### config.mk
export PLATFORM = sky130hd
export DESIGN_NAME = type_decode_stage_flat
export DESIGN_NICKNAME = d
export VERILOG_FILES = /design/src/rtl/core_pkg.sv /design/src/rtl/type_decode_stage_if.sv /design/src/rtl/type_decoder.sv /design/src/rtl/type_decode_stage.sv /design/src/flat_wrapper.sv
export SDC_FILE = /design/constraint.sdc
export NUM_CORES = 1
export LEC_CHECK = 0
export ABC_AREA = 1
export CAP_MARGIN = 0
export CORE_MARGIN = 2
export CORE_UTILIZATION = 50
export CTS_BUF_LIST = sky130_fd_sc_hd__clkbuf_8
export CTS_CLUSTER_SIZE = 8
export DETAILED_ROUTE_END_ITERATION = 6
export MAX_ROUTING_LAYER = met4
export PLACE_DENSITY = 0.86
export SYNTH_ARGS = -nofsm -noshare
export SYNTH_HDL_FRONTEND = slang
export SYNTH_HIERARCHICAL = 1
export SYNTH_SLANG_ARGS = --single-unit
### constraint.sdc
create_clock -name clk_i -period 1.8 [get_ports clk_i]
set_clock_uncertainty 0.1 [all_clocks]
set_input_delay 0.36 -clock clk_i [delete_from_list [all_inputs] [get_ports clk_i]]
set_output_delay 0.36 -clock clk_i [all_outputs]
set_load 0.02 [all_outputs]
### src/rtl/core_pkg.sv
// Shared opcode constants and decoded-entry types for the decode stage.
package core_pkg;

    localparam logic [6:0] OpR      = 7'b0110011;
    localparam logic [6:0] OpI      = 7'b0010011;
    localparam logic [6:0] OpLoad   = 7'b0000011;
    localparam logic [6:0] OpStore  = 7'b0100011;
    localparam logic [6:0] OpBranch = 7'b1100011;
    localparam logic [6:0] OpJal    = 7'b1101111;
    localparam logic [6:0] OpJalr   = 7'b1100111;
    localparam logic [6:0] OpLui    = 7'b0110111;

    typedef struct packed {
        logic rtype;
        logic itype;
        logic store;
        logic load;
        logic branch;
        logic jal;
        logic jalr;
        logic lui;
    } flags_t;

    typedef struct packed {
        logic [31:0] instr;
        logic [31:0] pc;
        flags_t      flags;
        logic        illegal;
    } entry_t;

endpackage

### src/rtl/type_decode_stage_if.sv
// Upstream/downstream handshake bundle for type_decode_stage.
interface type_decode_stage_if;

    logic        in_valid_i;
    logic        in_ready_o;
    logic [31:0] instr_i;
    logic [31:0] pc_i;
    logic        out_valid_o;
    logic        out_ready_i;
    logic [31:0] instr_o;
    logic [31:0] pc_o;
    logic        rtype_o;
    logic        itype_o;
    logic        store_o;
    logic        load_o;
    logic        branch_o;
    logic        jal_o;
    logic        jalr_o;
    logic        lui_o;
    logic        illegal_o;
    logic [7:0]  illegal_cnt_o;

    modport slave (
        input  in_valid_i, instr_i, pc_i, out_ready_i,
        output in_ready_o, out_valid_o, instr_o, pc_o, rtype_o, itype_o, store_o, load_o,
               branch_o, jal_o, jalr_o, lui_o, illegal_o, illegal_cnt_o
    );

    modport master (
        output in_valid_i, instr_i, pc_i, out_ready_i,
        input  in_ready_o, out_valid_o, instr_o, pc_o, rtype_o, itype_o, store_o, load_o,
               branch_o, jal_o, jalr_o, lui_o, illegal_o, illegal_cnt_o
    );

endinterface

### src/rtl/type_decoder.sv
// Combinational opcode -> one-hot type flag decoder.
module type_decoder
    import core_pkg::*;
(
    input  logic [6:0] opcode,
    output flags_t     flags
);

    always_comb begin
        flags = '0;
        unique case (opcode)
            OpR:      flags.rtype  = 1'b1;
            OpI:      flags.itype  = 1'b1;
            OpLoad:   flags.load   = 1'b1;
            OpStore:  flags.store  = 1'b1;
            OpBranch: flags.branch = 1'b1;
            OpJal:    flags.jal    = 1'b1;
            OpJalr:   flags.jalr   = 1'b1;
            OpLui:    flags.lui    = 1'b1;
            default:  flags        = '0;
        endcase
    end

endmodule

### src/rtl/type_decode_stage.sv
// Decode stage: 2-entry skid buffer carrying instructions with pre-decoded type flags.
// Optional illegal-opcode flagging and counting enabled by TYPE_DECODE_ILLEGAL_EN.
module type_decode_stage
    import core_pkg::*;
(
    input  logic                clk_i,
    input  logic                rst_ni,
    input  logic                flush_i,
    type_decode_stage_if.slave  bus
);

    entry_t out_q, out_d, skid_q, skid_d, in_entry;
    logic   out_valid_q, out_valid_d, skid_valid_q, skid_valid_d;
    logic   accept, consume;
    flags_t dec_flags;

    type_decoder u_type_decoder (
        .opcode (bus.instr_i[6:0]),
        .flags  (dec_flags)
    );

    // in_ready depends only on registered state, never on out_ready.
    assign accept  = bus.in_valid_i && !skid_valid_q;
    assign consume = out_valid_q && bus.out_ready_i;

    always_comb begin
        in_entry       = '0;
        in_entry.instr = bus.instr_i;
        in_entry.pc    = bus.pc_i;
        in_entry.flags = dec_flags;
`ifdef TYPE_DECODE_ILLEGAL_EN
        in_entry.illegal = ~|dec_flags || (bus.instr_i[1:0] != 2'b11);
`endif
    end

    always_comb begin
        out_d        = out_q;
        skid_d       = skid_q;
        out_valid_d  = out_valid_q;
        skid_valid_d = skid_valid_q;
        if (flush_i) begin
            out_valid_d  = 1'b0;
            skid_valid_d = 1'b0;
        end else if (consume && skid_valid_q) begin
            out_d        = skid_q;
            skid_valid_d = 1'b0;
        end else if (out_valid_q && !consume) begin
            if (accept) begin
                skid_d       = in_entry;
                skid_valid_d = 1'b1;
            end
        end else begin
            out_valid_d = accept;
            if (accept) begin
                out_d = in_entry;
            end
        end
    end

    always_ff @(posedge clk_i) begin
        if (!rst_ni) begin
            out_q        <= '0;
            skid_q       <= '0;
            out_valid_q  <= 1'b0;
            skid_valid_q <= 1'b0;
        end else begin
            out_q        <= out_d;
            skid_q       <= skid_d;
            out_valid_q  <= out_valid_d;
            skid_valid_q <= skid_valid_d;
        end
    end

    assign bus.in_ready_o  = !skid_valid_q;
    assign bus.out_valid_o = out_valid_q;
    assign bus.instr_o     = out_q.instr;
    assign bus.pc_o        = out_q.pc;
    assign bus.rtype_o     = out_valid_q & out_q.flags.rtype;
    assign bus.itype_o     = out_valid_q & out_q.flags.itype;
    assign bus.store_o     = out_valid_q & out_q.flags.store;
    assign bus.load_o      = out_valid_q & out_q.flags.load;
    assign bus.branch_o    = out_valid_q & out_q.flags.branch;
    assign bus.jal_o       = out_valid_q & out_q.flags.jal;
    assign bus.jalr_o      = out_valid_q & out_q.flags.jalr;
    assign bus.lui_o       = out_valid_q & out_q.flags.lui;

`ifdef TYPE_DECODE_ILLEGAL_EN
    logic [7:0] illegal_cnt_q;

    // Counts consumed illegal entries; a flush suppresses the consume.
    always_ff @(posedge clk_i) begin
        if (!rst_ni) begin
            illegal_cnt_q <= '0;
        end else if (!flush_i && consume && out_q.illegal && (illegal_cnt_q != 8'hFF)) begin
            illegal_cnt_q <= illegal_cnt_q + 8'd1;
        end
    end

    assign bus.illegal_o     = out_valid_q & out_q.illegal;
    assign bus.illegal_cnt_o = illegal_cnt_q;
`else
    assign bus.illegal_o     = 1'b0;
    assign bus.illegal_cnt_o = 8'd0;
`endif

endmodule

### src/flat_wrapper.sv
// flat-port wrapper written by rule: the top's interface ports become plain ports
module type_decode_stage_flat import core_pkg::*;
  (clk_i, rst_ni, flush_i, bus_in_valid_i, bus_instr_i, bus_pc_i, bus_out_ready_i, bus_in_ready_o, bus_out_valid_o, bus_instr_o, bus_pc_o, bus_rtype_o, bus_itype_o, bus_store_o, bus_load_o, bus_branch_o, bus_jal_o, bus_jalr_o, bus_lui_o, bus_illegal_o, bus_illegal_cnt_o);
  type_decode_stage_if bus_i ();
  input  logic clk_i;
  input  logic rst_ni;
  input  logic flush_i;
  input wire logic [$bits(bus_i.in_valid_i)-1:0] bus_in_valid_i;
  input wire logic [$bits(bus_i.instr_i)-1:0] bus_instr_i;
  input wire logic [$bits(bus_i.pc_i)-1:0] bus_pc_i;
  input wire logic [$bits(bus_i.out_ready_i)-1:0] bus_out_ready_i;
  output wire logic [$bits(bus_i.in_ready_o)-1:0] bus_in_ready_o;
  output wire logic [$bits(bus_i.out_valid_o)-1:0] bus_out_valid_o;
  output wire logic [$bits(bus_i.instr_o)-1:0] bus_instr_o;
  output wire logic [$bits(bus_i.pc_o)-1:0] bus_pc_o;
  output wire logic [$bits(bus_i.rtype_o)-1:0] bus_rtype_o;
  output wire logic [$bits(bus_i.itype_o)-1:0] bus_itype_o;
  output wire logic [$bits(bus_i.store_o)-1:0] bus_store_o;
  output wire logic [$bits(bus_i.load_o)-1:0] bus_load_o;
  output wire logic [$bits(bus_i.branch_o)-1:0] bus_branch_o;
  output wire logic [$bits(bus_i.jal_o)-1:0] bus_jal_o;
  output wire logic [$bits(bus_i.jalr_o)-1:0] bus_jalr_o;
  output wire logic [$bits(bus_i.lui_o)-1:0] bus_lui_o;
  output wire logic [$bits(bus_i.illegal_o)-1:0] bus_illegal_o;
  output wire logic [$bits(bus_i.illegal_cnt_o)-1:0] bus_illegal_cnt_o;
  assign bus_i.in_valid_i = bus_in_valid_i;
  assign bus_i.instr_i = bus_instr_i;
  assign bus_i.pc_i = bus_pc_i;
  assign bus_i.out_ready_i = bus_out_ready_i;
  assign bus_in_ready_o = bus_i.in_ready_o;
  assign bus_out_valid_o = bus_i.out_valid_o;
  assign bus_instr_o = bus_i.instr_o;
  assign bus_pc_o = bus_i.pc_o;
  assign bus_rtype_o = bus_i.rtype_o;
  assign bus_itype_o = bus_i.itype_o;
  assign bus_store_o = bus_i.store_o;
  assign bus_load_o = bus_i.load_o;
  assign bus_branch_o = bus_i.branch_o;
  assign bus_jal_o = bus_i.jal_o;
  assign bus_jalr_o = bus_i.jalr_o;
  assign bus_lui_o = bus_i.lui_o;
  assign bus_illegal_o = bus_i.illegal_o;
  assign bus_illegal_cnt_o = bus_i.illegal_cnt_o;
  type_decode_stage u_core (.clk_i(clk_i), .rst_ni(rst_ni), .flush_i(flush_i), .bus(bus_i));
endmodule
==> run summary <==
run status - finished clean
P_int - 0.00530 W
fin crit period - 1.75 ns
syn_area_per_cell - 6.28 µm²
commonest non-fill, non-tap cell in the layout - nand2_1
Hold Buf Count CTS - 0
Die ar. - 17,200 µm²
n_diodes - 0
GPL Wtd Cong - 0.779
CTS max path bufs - 2
Net Sw Frac - 26.6%
pwr/cell area - 760 nW/µm²
total number of vias - 7,040
Final HPWL DP - 11,400 µm
cts bufs inserted - 17
Hold WC Path Type - primary input to flip-flop
fillcell total - 1,501
layout cells sized above 1 - 5.78%
Die W - 131 µm
Post-CTS Setup Inserts - 0
number of remaining DRC errors - 0
sequential cell area fraction in the yosys report - 36.2%
first-pass GRT wire length - 30,100 µm
Slew Viols, Final - 0
Synth Register Bits - 146
post-DR wirelength/cell - 11.1 µm
Sw Pwr - 0.00192 W
Synth top area share - 36.2%
IO Pins - 152
Placed Area - 9210 µm²
Setup crit start kind - flip-flop
largest net degree at the start of global routing - 60
sequential share of power - 47.4%
number of global-route vias before repair - 6,559
DRT iter0 DRCs - 538
grt ovf - 0
total wire length - 17,400 µm
Starting Density - 51.0%
root buf cell - clkbuf_8
Core Footprint - 15,800 µm²
nets@finish - 1,406
CTS tree - built
Crit Path Class - flip-flop to primary output
CP endpoint kind - primary output
endpoints failing setup - 0
average vias per placed instance - 4.50
Tcrit/Tclk final - 97.1%
Mapped Cells - 1,286
unrepaired setup endpoints after global routing - false
clock sink total - 146
area leader, netlist - dfxtp_1
Fmax - 572 MHz
top cells by area, synth - dfxtp_1 36%, nand2_1 17%, inv_1 11%
Worst Path Arrival - 1.29 ns
Yosys warnings - 6
final hold vios - 0
Max FO, Critical Path - 12
synth unique cells - 20
cts repair resizes - 99
worst vdd ir - 0.000392 V
FP Rows - 46
H-tree level count - 4
Total GRT Usage - 21.5%
most frequent cells in the layout - 374 x nand2_1, 232 x inv_1, 228 x nor2_1
Worst-Skew Late Latency - 0.45 ns
Layout area overhead - 17.6%
max-cap viol count - 0
remaining antenna violation count - 0
Worst Path Required - 1.34 ns
Combinational Power Share - 15.3%
final design area excluding fillers - 9500 µm²
Final Util - 60.0%
clock network power share - 37.3%
CTS clock-pin slew for the worst setup and hold paths - 0.08 ns
Synth Cell Area - 8080 µm²
initial antenna violation count - 0
Pre-antenna DRT Iters - 6
leakage - 5.02 nW
port bufs - 142
chip height - 131 µm
-- cell type report --
| class | count | area (µm²) | share of cell area (%) |
|---|---|---|---|
| multi-input combinational | 770 | 3310 | 34.9 |
| sequential | 146 | 2920 | 30.8 |
| timing repair buffer | 168 | 1700 | 17.9 |
| inverter | 234 | 878 | 9.24 |
| clock buffer | 20 | 275 | 2.90 |
| tap | 216 | 270 | 2.84 |
| clock inverter | 12 | 140 | 1.47 |
-- flip-flops by register name, summed over array words and instances (netlist names) --
signal,cells
u_core/bus.out_valid_o,1
u_core/skid_valid_q,1
u_core/bus.instr_o,32
u_core/bus.pc_o,32
u_core/skid_q,72
u_core/out_q,8
-- final timing paths --
| kind | from | end | slack, ns | cells past startpoint |
|---|---|---|---|---|
| max reg2reg | u_core/skid_valid_q$_SDFFE_PP0P_ | u_core/out_q[2]$_SDFFE_PN0P_ | 0.28 | 8 |
| min | rst_ni | u_core/bus.pc_o[14]$_SDFFE_PN0P_ | 0.25 | 3 |
| min reg2reg | u_core/bus.instr_o[2]$_SDFFE_PN0P_ | u_core/bus.instr_o[2]$_SDFFE_PN0P_ | 0.41 | 4 |
| max | u_core/bus.out_valid_o$_SDFFE_PP0P_ | bus_out_valid_o | 0.05 | 2 |
-- routing by layer --
metal / wire, µm / vias to the layer above / global-route usage (%)
met5: 0 / - / -
met2: 8330 / 178 / 36.8
met3: 981 / 19 / 4.05
li1: - / 3757 / -
met4: 259 / 0 / 7.37
met1: 7780 / 3086 / 25.5
-- synth_stat cells --
cell and n:
a31o_2 1, clkbuf_1 25, o21ai_0 66, conb_1 1
o21ai_1 6, nor2_1 228, buf_2 20, nand3_1 7
buf_4 75, nand2_1 374, buf_1 2, nand2_4 1
nand3b_1 72, inv_2 4, buf_6 22, nand2_2 4
a21oi_2 1, nor2_4 1, inv_1 230, dfxtp_1 146
-- power by group through the flow --
stage | combinational, W | sequential (W) | clock [W]
after floorplan | 0.000842 | 0.00349 | 0
after global placement | 0.00116 | 0.00350 | 0
after detailed placement | 0.00118 | 0.00350 | 0
after CTS | 0.00112 | 0.00342 | 0.00277
after global routing | 0.00124 | 0.00344 | 0.00288
final | 0.00111 | 0.00342 | 0.00269
-- cell families after synthesis --
| kind of cell | share of synthesized area [%] |
|---|---|
| buffers and inverters | 23.4 |
| other | 0.0464 |
| and+or+nand+nor | 35.7 |
| DFF | 36.2 |
| AOI/OAI and AO/OA | 4.68 |
-- stage by stage --
| stage | hold WS, ns | setup TNS, ns | setup WS (ns) | total power, W | instances |
|---|---|---|---|---|---|
| 4_1_cts | 0.229 | 0 | 0.0213 | 0.00731 | 1566 |
| 6_report | 0.251 | 0 | 0.0521 | 0.00722 | 1566 |
| 5_1_grt | 0.256 | 0 | 0.0116 | 0.00756 | 1566 |
| 2_1_floorplan | 0.380 | 0 | 0.315 | 0.00433 | 1294 |
| 3_3_place_gp | 0.395 | -9.35 | -0.117 | 0.00466 | 1534 |
| 3_5_place_dp | 0.398 | -13.57 | -0.148 | 0.00468 | 1534 |
-- critical path: stages (launching register included) --
cell	delay, ns
dfxtp_1	0.36
buf_12	0.15
dlygate4sd2_1	0.34
Power figures use the tool's default switching activity.
